<file path="config.mk">
export PLATFORM = sky130hd
export DESIGN_NAME = dma_copy_unit
export DESIGN_NICKNAME = d
export VERILOG_FILES = /design/src/rtl/dma_pkg.sv /design/src/rtl/dma_addr_gen.sv /design/src/rtl/dma_copy_unit.sv
export SDC_FILE = /design/constraint.sdc
export NUM_CORES = 1
export LEC_CHECK = 0
export ABC_AREA = 1
export CAP_MARGIN = 20
export CORE_MARGIN = 4
export CORE_UTILIZATION = 35
export DETAILED_ROUTE_END_ITERATION = 16
export GPL_TIMING_DRIVEN = 1
export MAX_ROUTING_LAYER = met4
export PLACE_DENSITY = 0.78
export SYNTH_ARGS = -nofsm -noshare
export SYNTH_HDL_FRONTEND = slang
export SYNTH_SLANG_ARGS = --single-unit
</file>
<file path="constraint.sdc">
create_clock -name clk -period 1.85 [get_ports clk]
set_clock_uncertainty 0.1 [all_clocks]
set_input_delay 0.2775 -clock clk [delete_from_list [all_inputs] [get_ports clk]]
set_output_delay 0.2775 -clock clk [all_outputs]
set_load 0.01 [all_outputs]
</file>
<file path="src/rtl/dma_pkg.sv">
`default_nettype none
// ============================================================================
// Module   : dma_pkg
// Brief    : Shared types and constants for the block-copy DMA engine.
// Revision : 1.0  initial release
// ============================================================================
package dma_pkg;

    typedef enum logic [2:0] {
        ST_IDLE  = 3'd0,
        ST_CHECK = 3'd1,
        ST_RD    = 3'd2,
        ST_WR    = 3'd3,
        ST_DONE  = 3'd4
    } dma_state_t;

    localparam int CMD_START_BIT = 31;
    localparam int WORD_BYTES    = 4;

endpackage : dma_pkg
`default_nettype wire

</file>
<file path="src/rtl/dma_addr_gen.sv">
`default_nettype none
// ============================================================================
// Module   : dma_addr_gen
// Brief    : Combinational source/destination address generator with range flag.
// Revision : 1.0  initial release
// ============================================================================
module dma_addr_gen
    import dma_pkg::*;
#(
    parameter int           N        = 32,
    parameter int           CW       = 18,
    parameter logic [N-1:0] SRC_BASE = 32'h0000_0000,
    parameter logic [N-1:0] DST_BASE = 32'h0001_0000,
    parameter logic [N-1:0] MAX_ADDR = 32'h0003_D08F
) (
    input  logic [CW-1:0] idx,
    output logic [N-1:0]  src_addr,
    output logic [N-1:0]  dst_addr,
    output logic          out_of_range
);

    localparam int c_shift = $clog2(WORD_BYTES);

    logic [N-1:0] w_offset;

    assign w_offset     = N'(idx) << c_shift;
    assign src_addr     = SRC_BASE + w_offset;
    assign dst_addr     = DST_BASE + w_offset;
    assign out_of_range = (src_addr > MAX_ADDR) || (dst_addr > MAX_ADDR);

endmodule : dma_addr_gen
`default_nettype wire

</file>
<file path="src/rtl/dma_copy_unit.sv">
`default_nettype none
// ============================================================================
// Module   : dma_copy_unit
// Brief    : Command-triggered block-copy DMA driving the second memory port.
// Revision : 1.0  initial release
// ============================================================================
module dma_copy_unit
    import dma_pkg::*;
#(
    parameter int           N        = 32,
    parameter int           CW       = 18,
    parameter logic [N-1:0] SRC_BASE = 32'h0000_0000,
    parameter logic [N-1:0] DST_BASE = 32'h0001_0000,
    parameter logic [N-1:0] MAX_ADDR = 32'h0003_D08F
) (
    input  logic          clk,
    input  logic          rst,
    input  logic [N-1:0]  cmd,
    input  logic [N-1:0]  rd_data,
    output logic [N-1:0]  mem_address,
    output logic [N-1:0]  mem_wdata,
    output logic          mem_wen,
    output logic          busy,
    output logic          done,
    output logic          err,
    output logic [CW-1:0] words_done
);

    dma_state_t    r_state;
    logic          r_start_q;
    logic          r_armed;
    logic [CW-1:0] r_len;
    logic [CW-1:0] r_words_done;
    logic          r_busy;
    logic          r_done;
    logic          r_err;

    logic          w_start;
    logic [N-1:0]  w_src_addr;
    logic [N-1:0]  w_dst_addr;
    logic          w_out_of_range;
    logic          w_unused_cmd;

    // r_armed masks the reset value of r_start_q so a start level held across
    // reset is not mistaken for a fresh rising edge.
    assign w_start      = cmd[CMD_START_BIT] & ~r_start_q & r_armed;
    assign w_unused_cmd = &{1'b0, cmd[N-2:CW]};

    dma_addr_gen #(
        .N        (N),
        .CW       (CW),
        .SRC_BASE (SRC_BASE),
        .DST_BASE (DST_BASE),
        .MAX_ADDR (MAX_ADDR)
    ) u_addr_gen (
        .idx          (r_words_done),
        .src_addr     (w_src_addr),
        .dst_addr     (w_dst_addr),
        .out_of_range (w_out_of_range)
    );

    always_comb begin
        mem_address = '0;
        mem_wdata   = '0;
        mem_wen     = 1'b0;
        case (r_state)
            ST_RD: begin
                mem_address = w_src_addr;
            end
            ST_WR: begin
                mem_address = w_dst_addr;
                mem_wdata   = rd_data;
                mem_wen     = 1'b1;
            end
            default: begin
                mem_address = '0;
            end
        endcase
    end

    always_ff @(posedge clk or negedge rst) begin
        if (!rst) begin
            r_state      <= ST_IDLE;
            r_start_q    <= 1'b0;
            r_armed      <= 1'b0;
            r_len        <= '0;
            r_words_done <= '0;
            r_busy       <= 1'b0;
            r_done       <= 1'b0;
            r_err        <= 1'b0;
        end else begin
            r_start_q <= cmd[CMD_START_BIT];
            if (!cmd[CMD_START_BIT]) begin
                r_armed <= 1'b1;
            end

            case (r_state)
                ST_IDLE: begin
                    if (w_start) begin
                        r_len        <= cmd[CW-1:0];
                        r_words_done <= '0;
                        r_err        <= 1'b0;
                        r_busy       <= 1'b1;
                        r_state      <= ST_CHECK;
                    end
                end
                ST_CHECK: begin
                    if (r_words_done == r_len) begin
                        r_busy  <= 1'b0;
                        r_done  <= 1'b1;
                        r_err   <= 1'b0;
                        r_state <= ST_DONE;
                    end else if (w_out_of_range) begin
                        r_busy  <= 1'b0;
                        r_done  <= 1'b1;
                        r_err   <= 1'b1;
                        r_state <= ST_DONE;
                    end else begin
                        r_state <= ST_RD;
                    end
                end
                ST_RD: begin
                    r_state <= ST_WR;
                end
                ST_WR: begin
                    r_words_done <= r_words_done + CW'(1);
                    r_state      <= ST_CHECK;
                end
                ST_DONE: begin
                    if (!cmd[CMD_START_BIT]) begin
                        r_done  <= 1'b0;
                        r_state <= ST_IDLE;
                    end
                end
                default: begin
                    r_busy  <= 1'b0;
                    r_done  <= 1'b0;
                    r_state <= ST_IDLE;
                end
            endcase
        end
    end

    assign busy       = r_busy;
    assign done       = r_done;
    assign err        = r_err;
    assign words_done = r_words_done;

endmodule : dma_copy_unit
`default_nettype wire

</file>
-- Word level (Yosys, flattened, before mapping)
Index checks and enable logic that the tools add are counted.
- bits in registers: 44
- input port bits: 66
- output and inout bits: 86
- $add $sub $neg: 2
- magnitude comparators: 2
- eq/ne operators: 8
- multiplexer cells: 21
- bitwise logic cells: 5
- reduce and logical (&&, ||, !) cells: 12
- operators by type and width (operator ; count):
    32-bit case mux with 2 select lines ; 1
    18-bit case mux with 2 select lines ; 1
    32-bit by 18-bit greater-than comparator with 1-bit output, second input constant ; 1
    32-bit 2-to-1 mux ; 1
    17-bit by 20-bit adder with 21-bit output, first input constant ; 1
    20-bit by 18-bit greater-than comparator with 1-bit output, second input constant ; 1
    18-bit by 1-bit adder with 18-bit output, second input constant ; 1
    18-bit == test ; 1
    18-bit 2-to-1 mux ; 1
    3-bit case mux with 5 select lines ; 1
    3-bit 2-to-1 mux ; 4
    1-bit 2-to-1 mux ; 9
    3-bit AND reduction ; 3
    3-bit by 2-bit == test with 1-bit output, second input constant ; 2
    1-bit case mux with 3 select lines ; 2
    2-bit AND reduction ; 3
    3-bit OR reduction ; 2
    2-bit != test, second input constant ; 2
    2-bit nonzero test ; 2
    3-bit by 1-bit == test with 1-bit output, second input constant ; 1
    3-bit == test, second input constant ; 1
    3-bit zero test ; 1
    3-bit by 2-bit != test with 1-bit output, second input constant ; 1
    1-bit NOT ; 3
    3 further kinds ; 4

-- Longest topological paths before layout
- depth after elaboration: 6
- depth in mapped cells: 12
- depth with buffers taken out: 11

-- Cells and area by module
Synthesis repeated with hierarchy kept, for this count alone.
- cell total of the unflattened synthesis: 503
- area, all modules: 3503.4 um2
- modules (own cells, without submodules) (module ; times used ; cells each ; area each (um2) ; seq. area each (um2)):
    dma_copy_unit ; 1 ; 414 ; 2915.3 ; 1101.1
    dma_addr_gen ; 1 ; 89 ; 588.1 ; 0.0

-- Least setup slack after synthesis
Ideal clock, no wire load.
- path type: register -> register
- start point: register r_words_done[14] (netlist: words_done[14])
- end point: register r_done (netlist: done)
- setup time: 118 ps
- arrival time: 1521 ps
- setup slack: 111 ps
- stages on the path, launching flop included: 9
- buffers on the path: 1
- cell sequence: dfrtp_1 -> clkbuf_2 -> inv_1 -> ha_1 -> or2_2 -> a21oi_2 -> nand3_2 -> nand3_1 -> nand2_1
- word-level cells in the longest chain between the ends: 5
- elaborated cells on any way between the ends: 9
- those cells by class: add/sub: 1; order compare: 2; eq/ne: 2; mux: 2; reduce/logical: 2
- ends and longest elaborated chain (item ; RTL line ; text):
    from (decl) ; dma_copy_unit.sv:33 ; logic [CW-1:0] r_words_done;
    from (signal assigned) ; dma_copy_unit.sv:126 ; r_words_done <= r_words_done + CW'(1);
    17-bit by 20-bit adder with 21-bit output ; dma_addr_gen.sv:28 ; assign dst_addr = DST_BASE + w_offset;
    32-bit by 18-bit greater-than comparator with 1-bit output ; dma_addr_gen.sv:29 ; assign out_of_range = (src_addr > MAX_ADDR) || (dst_addr > MAX_ADDR);
    1-bit logical OR ; dma_addr_gen.sv:29 ;
    3-bit by 2-bit != test with 1-bit output (no line) ; n/a ;
    3-bit AND reduction (no line) ; n/a ;
    to (signal assigned) ; dma_copy_unit.sv:89 ; r_done <= 1'b0;
    to (signal assigned) ; dma_copy_unit.sv:110 ; r_done <= 1'b1;
    to (signal assigned) ; dma_copy_unit.sv:115 ; r_done <= 1'b1;
    to (decl) ; dma_copy_unit.sv:35 ; logic r_done;
Parallel ways exist; a longest one is shown, timed or not.
A chain may end at the register's enable or synchronous reset.

-- Worst setup path in the final report
- start point: register r_state[2]
- end point: output mem_wdata[12]
- word-level cells in the longest chain between the ends: 2
- ends and longest elaborated chain (item ; RTL line ; text):
    from (decl) ; dma_copy_unit.sv:29 ; dma_state_t r_state;
    from (signal assigned) ; dma_copy_unit.sv:83 ; r_state <= ST_IDLE;
    from (signal assigned) ; dma_copy_unit.sv:104 ; r_state <= ST_CHECK;
    from (signal assigned) ; dma_copy_unit.sv:112 ; r_state <= ST_DONE;
    3-bit by 2-bit == test with 1-bit output ; dma_copy_unit.sv:66 ; case (r_state)
    32-bit 2-to-1 mux ; dma_copy_unit.sv:66 ;
    to (decl) ; dma_copy_unit.sv:21 ; output logic [N-1:0] mem_wdata,
Every way passes these cells.

==> parameters.txt <==
Parameter                              Value

Job
  Max-capacitance violation count    0

Clock network
  Clock root buffer    sky130_fd_sc_hd__clkbuf_8
  Number of clock sinks    44
  Clock transition at the registers of the reported paths    0.08 ns
  TritonCTS clock tree    built
  Number of buffers created by CTS    5
  Clock Tree Buf Depth    2
  Clock network latency to the later pin of the worst-skew pair    0.30 ns
  # H-tree levels    2

Layout
  Synthesis-to-finish area growth    69.4%
  Nets    682
  Share of the core filled with cells in the final layout    0.605
  Commonest non-fill, non-tap cells in the layout    111 x sky130_fd_sc_hd__nand2_1, 76 x sky130_fd_sc_hd__inv_1, 69 x sky130_fd_sc_hd__clkdlybuf4s50_1, 53 x sky130_fd_sc_hd__nor2_1, 42 x sky130_fd_sc_hd__buf_4
  Cell Count, Final, Fillers Out    719
  Antenna diodes    0
  Cell area after layout    4950 um2
  Fraction of layout cells with a size suffix above 1    0.292
  FILL cells    686
  Leading cell type in the layout, fill and taps excluded    sky130_fd_sc_hd__nand2_1

Detailed routing
  Number of iterations in the first detailed-routing pass    5
  WL/cell    14.0 um
  Total via count in the routed design    3379
  Remaining routing DRC violations    0
  Final wirelength    10100 um
  Via count normalized by instance count    4.70
  Count of nets left with antenna violations after detail routing    0
  DRC violation total after the first TritonRoute iteration    141

GRT
  Via count of the first global-routing pass    3225
  All-layer global routing usage    0.194
  Largest net degree at the start of global routing    45
  Number of antenna violations at the first check in global routing    0
  GRT Residual Overflow    0
  Global-route wire length before repair    15300 um

Status
  Failing checks    negative setup slack
  Status    complete, but fails checks

Critical path
  Cell type of the slowest stage on the worst timing path    sky130_fd_sc_hd__dfrtp_1
  Worst stage delay on the critical path    0.41 ns
  CP endpoint kind    output port
  Setup slack of the worst register-to-register path    0.05 ns
  Data arrival time at the worst-slack endpoint    1.55 ns
  CP Max Fanout    8
  Setup CP Type    flop to output port
  Cells along the critical path    nor2_4, nand2_4, buf_12, buf_16, nor2_1, buf_2
  Required time at the endpoint of the critical path    1.47 ns
  Startpoint Class    flop

Logic synthesis
  Mean area per synthesized cell    6.62 um2
  Number of warnings reported in the yosys synthesis log    0
  Distinct cell type count of the synthesized netlist    36
  Synth Instances    441
  Flip-flop and latch count after synthesis    44
  Share of synthesized area occupied by flip-flops and latches    0.377
  Cell area after synthesis    2920 um2

Pwr
  Total power draw    5.88 mW
  Power density relative to cell area    1190 nW/um2
  Maximum ir drop on the vdd rail    0.434 mV
  Leakage power    2.47 nW

STA
  RSZ-0062 raised after global routing    yes
  Part of the cycle the worst path needs    1.04
  Min Tclk post-route    1.93 ns
  Transition time at the pin with the least slew margin    0.574 ns
  Max_slew headroom    0.617
  Hold WS    0.379 ns
  Crit path setup slack, layout    -0.0777 ns
  Number of slew-limit violations in the final report    0
  Setup-violating endpoint count in the final report    13
  Post-route setup TNS    -0.323 ns
  Final-report hold violation count    0
  Maximum clock frequency    519 MHz

Placed design
  Number of cells in the design after placement    693
  Port Buffer Count    125
  Last weighted congestion value of the routability-driven placer    0.940
  Place WS    -0.222 ns
  HPWL reported at the end of detailed placement    7190 um
  Area of placed instances    4470 um2

Floorplanning
  Die Area    9870 um2
  Effective utilization at floorplan    0.357
  Die Ht    99.4 um
  Number of ports placed on the die boundary    152
  Area of the core    8180 um2
  Width of the chip    99.4 um
  # rows    33

Min path
  Worst min path class    flop to flop
worst max-delay path, delay by kind of cell (launching register included):
family                 cells  cell delay, ns
buffers and inverters      3            0.44
DFF                        1            0.41
and+or+nand+nor            3            0.39
final timing paths:
check,start,to,cells after the start
setup / recovery,r_state[2]$_DFFE_PN0P_,mem_wdata[12],6
hold / removal,done$_DFFE_PN0P_,done$_DFFE_PN0P_,2
setup reg to reg,words_done[15]$_DFFE_PN0P_,r_state[2]$_DFFE_PN0P_,7
hold reg to reg,done$_DFFE_PN0P_,done$_DFFE_PN0P_,2
max in group asynchronous,rst,words_done[7]$_DFFE_PN0P_,3
min in group asynchronous,rst,r_len[2]$_DFFE_PN0P_,3
final cells by class:
cell class,count,area [um2],share of cell area
timing repair buffer,178,1660,0.335
multi-input combinational,301,1640,0.330
sequential,44,1110,0.225
inverter,83,320,0.0647
tap,105,131,0.0265
clock buffer,7,86.3,0.0174
clock inverter,1,7.51,0.00152
cells by family (layout without fill, tap and decap cells):
family,count (synthesis),after routing,synth area share
adder cells (fa/ha/maj),3,3,0.0128
buffers and inverters,108,269,0.162
other,1,13,0.00128
AO/OA/AOI/OAI,49,49,0.0934
AND/OR/NAND/NOR,229,229,0.333
XOR/XNOR,7,7,0.0210
flip-flops,44,44,0.377
timing repair:
action | CTS | global route
gates resized for setup | 209 | 93
pin swaps | 2 | 16
hold buffers | 1 | 0
setup endpoints to repair | 53 | 67
setup buffers | 8 | 6
cloned | 2 | 1
hold endpoints to repair | 44 | 0
flip-flops by register name, summed over array words and instances, names as in the netlist:
name and cells:
r_len 18, r_armed 1, words_done 18, done 1, err 1, busy 1, r_start_q 1, r_state 3
Yosys cell counts (all sizes together):
| cell type | count | share of area |
|---|---|---|
| nand4 | 6 | 0.013 |
| or2 | 3 | 0.0064 |
| nor3 | 6 | 0.015 |
| o211ai | 1 | 0.0026 |
| nand2 | 114 | 0.15 |
| nand3 | 15 | 0.033 |
| buf | 23 | 0.052 |
| o31ai | 1 | 0.0026 |
| conb | 1 | 0.0013 |
| xor2 | 2 | 0.0060 |
| o21ai | 25 | 0.043 |
| clkbuf | 2 | 0.0030 |
| nor4 | 2 | 0.0043 |
| a211oi | 1 | 0.0026 |
| xnor2 | 5 | 0.015 |
| dfrtp | 44 | 0.38 |
| nor2 | 82 | 0.11 |
| inv | 83 | 0.11 |
| ha | 3 | 0.013 |
| o22ai | 8 | 0.017 |
| o32ai | 1 | 0.0030 |
| o21a | 1 | 0.0026 |
| a21oi | 11 | 0.020 |
| nor3b | 1 | 0.0026 |
where the power goes:
part	switching [mW]	total [mW]	internal [mW]
Sequential	0.351	1.68	1.32
Combinational	1.88	3.57	1.69
Clock	0.334	0.638	0.304
Total	2.57	5.88	3.32
metal layers:
layer / routed length (um) / track usage / part of all wire / vias to the layer above
met1: 3910 / 0.209 / 0.39 / 1549
met5: 0 / - / 0 / -
met3: 708 / 0.0456 / 0.070 / 21
met2: 5230 / 0.352 / 0.52 / 143
li1: - / - / - / 1666
met4: 204 / 0.0620 / 0.020 / 0
(Power assumes the default switching activity.)
==> variant 1, RTL diff (same flow settings) <==
`N` is set to 32 in 2 places; all go to 64.
--- a/src/rtl/dma_addr_gen.sv
+++ b/src/rtl/dma_addr_gen.sv
@@ -7,7 +7,7 @@
 module dma_addr_gen
     import dma_pkg::*;
 #(
-    parameter int           N        = 32,
+    parameter int           N        = 64,
     parameter int           CW       = 18,
     parameter logic [N-1:0] SRC_BASE = 32'h0000_0000,
     parameter logic [N-1:0] DST_BASE = 32'h0001_0000,
--- a/src/rtl/dma_copy_unit.sv
+++ b/src/rtl/dma_copy_unit.sv
@@ -7,7 +7,7 @@
 module dma_copy_unit
     import dma_pkg::*;
 #(
-    parameter int           N        = 32,
+    parameter int           N        = 64,
     parameter int           CW       = 18,
     parameter logic [N-1:0] SRC_BASE = 32'h0000_0000,
     parameter logic [N-1:0] DST_BASE = 32'h0001_0000,
Ports: changed (resized cmd, mem_address, mem_wdata and rd_data); port bits go from 152 to 280. No check against the original RTL was run, so the function may have changed too.
==> variant 1 against the original RTL <==
  * The flow still finishes with violations (setup timing)
  * Total power is 9.1% higher
  * Sequential cell count stayed put
  * Synthesized area is 17% higher
  * Sequential share of layout area is 3.0 points lower
  * Cell area is 15% higher
  * Worst setup slack worse by 0.027 ns
  * Hold slack worse by 0.011 ns
  * Routed wire length is 22% higher
==> variant 1: results (changes against the original RTL) <==
| Metric | Value |
|---|---|
| Pre-CTS WS | -0.186 ns (+0.0356 ns) |
| Crit path capture | mem_wdata[2] |
| Worst ir drop on vdd | 0.000539 V (+24%) |
| Routability Congestion | 0.912 (-3.1%) |
| Dpl cells | 881 (+27%) |
| WL/cell | 13.6 um (-2.5%) |
| GR Util All Layers | 0.207 (+0.0128) |
| Global-route wire length before repair | 18600 um (+21%) |
| Avg Cell Area, Syn | 6.29 um^2 (-5.0%) |
| NumNets Final | 905 (+33%) |
| Synth Area in Compound Gates | 0.0714 (-0.0219) |
| Number of port buffers | 189 (+51%) |
| Seq/Total Area, Yosys | 0.322 (-0.0545) |
| Drt total wl | 12300 um (+22%) |
| Lkg Pwr | 3.03 nW (+23%) |
| Fillers | 907 (+32%) |
| Hold Path Class | in2async |
| Adder-cell area share of the yosys netlist | 0.0110 (-0.00186) |
| Final Worst Setup Slack | -0.105 ns (-0.0269 ns) |
| Status | finished with violations |
| Synth top area cells | dfrtp_1 32%, nand2_1 13%, nor2_1 12% |
| R2R Path Start | words_done[14] |
| Synth unique cells | 29 (-19%) |
| Initial drt markers | 160 (+13%) |
| Failing checks | setup timing |
| Largest net degree at the start of global routing | 38 (-16%) |
| Initial core utilization | 0.364 (+0.00712) |
| Drt via density | 4.40 (-6.3%) |
| Reg2Reg Setup Slack | 0.09 ns (+0.04 ns) |
| Largest fanout on the critical path | 9 (+1) |
| Layout cells sized above 1 | 0.246 (-0.0457) |
| Vias in the first global route | 3839 (+19%) |
| Endpoints failing setup | 44 (+31) |
| Post-Synth XOR/XNOR Area | 0.0154 (-0.00560) |
## variant 1: power by group
group / internal, mW / switching, mW
Sequential: 1.33 / 0.315
Clock: 0.477 / 0.338
Combinational: 1.83 / 2.13
## variant 1: final cells by class
type	count	area, um^2	area share
clock buffers	7	96.3	0.0169
clock inverters	1	30.0	0.00526
inverters	110	418	0.0732
multi-input cells	372	1730	0.303
flip-flops and latches	44	1110	0.195
well taps	129	161	0.0283
repair buffers	239	2160	0.379
## variant 1: kinds of logic (layout without fill, tap and decap cells)
group / Yosys count / count (layout)
DFF: 44 / 44
buffers and inverters: 171 / 357
and+or+nand+nor: 271 / 271
AOI/OAI and AO/OA: 47 / 47
other: 1 / 45
adders and majority gates: 3 / 3
xor gates and xnor gates: 6 / 6
## variant 1: metal layers
metal | GRT usage | routed length (um) | part of all wire
met2 | 0.356 | 6320 | 0.51
met4 | 0.0420 | 154 | 0.013
met5 | - | 0 | 0
met3 | 0.0313 | 803 | 0.065
met1 | 0.261 | 5020 | 0.41
## variant 1: metrics by stage
step | hold slack [ns] | utilization | instance area [um^2]
2_1_floorplan | -0.118 | - | 3580
3_3_place_gp | 0.153 | 0.592 | 5550
3_5_place_dp | 0.161 | 0.592 | 5550
4_1_cts | 0.376 | 0.615 | 5760
5_1_grt | 0.381 | 0.609 | 5710
6_report | 0.368 | 0.609 | 5710
## variant 1: worst max-delay path, cell delays in order (launching register included)
cell	delay (ns)
dfrtp_1	0.40
inv_2	0.09
nand2_4	0.07
nor2_4	0.14
inv_6	0.09
clkbuf_16	0.17
nor2_2	0.09
clkdlybuf4s15_2	0.23
## variant 1: timing repair
item	4_1_cts	5_1_grt
hold endpoints to repair	18	0
hold buffers	1	0
pin swaps	1	4
gates cloned	1	2
endpoints found under the setup margin	88	112
setup buffers	3	7
gates resized for setup	246	78
==> variant 2, RTL diff (same flow settings) <==
Without the edit above. Encoding of `dma_state_t`: now one-hot (5 bits for 5 states).
--- a/src/rtl/dma_pkg.sv
+++ b/src/rtl/dma_pkg.sv
@@ -6,12 +6,12 @@
 // ============================================================================
 package dma_pkg;
 
-    typedef enum logic [2:0] {
-        ST_IDLE  = 3'd0,
-        ST_CHECK = 3'd1,
-        ST_RD    = 3'd2,
-        ST_WR    = 3'd3,
-        ST_DONE  = 3'd4
+    typedef enum logic [4:0] {
+        ST_IDLE  = 5'b00001,
+        ST_CHECK = 5'b00010,
+        ST_RD    = 5'b00100,
+        ST_WR    = 5'b01000,
+        ST_DONE  = 5'b10000
     } dma_state_t;
 
     localparam int CMD_START_BIT = 31;
Function: same outputs for any inputs over 10 cycles, from zero or initial values and one cycle with rst low; not proved beyond that.
==> variant 2 against the original RTL <==
  * The run still ends with setup timing left
  * First-iteration DRC count fell by 36%
  * Critical path depth did not move
  * Cell count fell by 1.3%
  * Synthesized area up 5.4%
  * Sequential cell count up 2
  * Cell area up 0.10%
  * Worst setup slack got worse by 0.043 ns
  * Routed wire length grew 2.2%
  * Critical endpoint is now mem_address[19]
  * Largest cell class is now multi-input combinational cells
Power is not compared: it rests on default switching activity, and its combinational part moved more than twofold at a synthesized area within 25%.
==> variant 2: results (changes against the original RTL) <==
| Metric | Value |
|---|---|
| Clk root buf | clkbuf_8 |
| Final Worst Setup Slack | -0.121 ns (-0.0435 ns) |
| Ant. Diodes | 0 (unchanged) |
| Initial antenna violation count | 0 (unchanged) |
| CTS Buffer Depth | 2 (unchanged) |
| CP arrival | 1.59 ns (+0.04 ns) |
| Synth top area cells | dfrtp_1 37%, nand2_1 14%, nor2_1 8.4% |
| Worst r2r path cells | 9 (+2) |
| Lkg Pwr | 2.46 nW |
| Initial drt markers | 90 (-36%) |
| Largest fanout on the critical path | 9 (+1) |
| Reg2Reg Setup Slack | 0.09 ns (+0.04 ns) |
| Worst Hold Launch | r_armed |
| Global-route wire length before repair | 15400 um (+0.86%) |
| Vias | 3284 (-2.8%) |
| R2R Path End | words_done[9] |
| Dpl cells | 694 (+0.14%) |
| Cells after Synth | 450 (+2.0%) |
| Cell area power density | 693 nW/um^2 |
| Worst hold path cell count | 2 (unchanged) |
| Crit path capture | mem_address[19] |
| Seq/Total Area, Yosys | 0.374 (-0.00248) |
| Fraction of registers with async set/reset | 1.00 (unchanged) |
| Hold endpoint | r_armed |
| Endpoints failing setup | 50 (+37) |
| Failing checks | setup timing |
| Wire length on met2 | 5290 um (+1.3%) |
| WHS | 0.370 ns (-0.00946 ns) |
| Slowest cell on the critical path | dfrtp_1 |
| Routed length on met3 | 798 um (+13%) |
| Area after DPL | 4570 um^2 (+2.2%) |
| Drt via density | 4.63 (-1.6%) |
| # DRC | 0 (unchanged) |
| Layout cells sized above 1 | 0.301 (+0.00930) |
| GR Util All Layers | 0.194 (-0.000773) |
| Metal-1 WL | 4010 um (+2.5%) |
| Uppermost routed layer | met4 |
| Worst ir drop on vdd | between 0.0005 and 0.0006 V |
| Fillers | 759 (+11%) |
| H-tree Lvls | 2 (unchanged) |
| Synth unique cells | 32 (-11%) |
| Relative slew slack | 0.587 (-0.0307) |
| Hold Path Class | reg2reg |
| Number of port buffers | 125 (unchanged) |
| Largest net degree at the start of global routing | 47 (+4.4%) |
| Clk_lat worst skew | 0.30 ns (about the same) |
| Ys Warns | 0 (unchanged) |
| Drt total wl | 10300 um (+2.2%) |
| NumNets Final | 673 (-1.3%) |
| Pre-CTS WS | -0.384 ns (-0.162 ns) |
| Inserted Clock Buffers | 5 (unchanged) |
| Synth top cells by count | 113 x nand2_1, 69 x nor2_1, 63 x inv_1, 45 x dfrtp_1, 19 x o21ai_0 |
| Setup crit start | r_state[1] |
| Routability Congestion | 0.902 (-4.0%) |
| Final setup TNS | -2.60 ns (-2.27 ns) |
| HPWL Detailed | 7540 um (+4.9%) |
| Status | finished with violations |
| Pre-Repair DR Iteration Count | 4 (-1) |
variant 2: changes by cell type in the layout (fill, tap and decap cells not counted), moves of 8 or more:
cell	change
nor2_2	+10
buf_4	-18
clkdlybuf4s15_2	-9
nor3_1	+8
inv_2	+12
inv_1	-13
nor2_1	-16
variant 2: power by group:
part           leakage, nW  switching (mW)  internal, mW
Clock               0.0579           0.364         0.398
Sequential           0.594           0.146          1.24
Combinational         1.81           0.707         0.574
variant 2: cell type report:
type,instances,share of cell area
clock buffers,5,0.0139
repair buffers,160,0.298
well taps,105,0.0265
inverters,81,0.0634
clock inverters,3,0.00808
repair inverters,1,0.00227
flip-flops and latches,46,0.234
multi-input cells,309,0.354
variant 2: kinds of logic after synthesis:
| family | synth area share |
|---|---|
| AND/OR/NAND/NOR | 0.336 |
| buffers and inverters | 0.152 |
| AO/OA/AOI/OAI | 0.0837 |
| flip-flops | 0.374 |
| XOR/XNOR | 0.0398 |
| adder cells (fa/ha/maj) | 0.0122 |
| other | 0.00122 |
variant 2: what timing repair did:
action                                  in CTS  in global routing
hold endpoints to repair                    45                  0
endpoints found under the setup margin      52                 63
gates cloned                                 1                  3
resized for setup                          248                 71
setup buffers                                3                  0
hold buffers                                 1                  0
pin swaps                                    4                  3
variant 2: worst max-delay path: cells and delay by family, from the launching register on:
| family | cells | cell delay [ns] |
|---|---|---|
| simple gates | 2 | 0.34 |
| flops | 1 | 0.42 |
| compound gates | 3 | 0.40 |
| buf+inv | 1 | 0.12 |
variant 2: routing by layer:
layer  GRT usage  up-vias
met5           -        -
met4      0.0593        0
met3      0.0386       14
met2       0.351      114
met1       0.212     1504
li1            -     1652
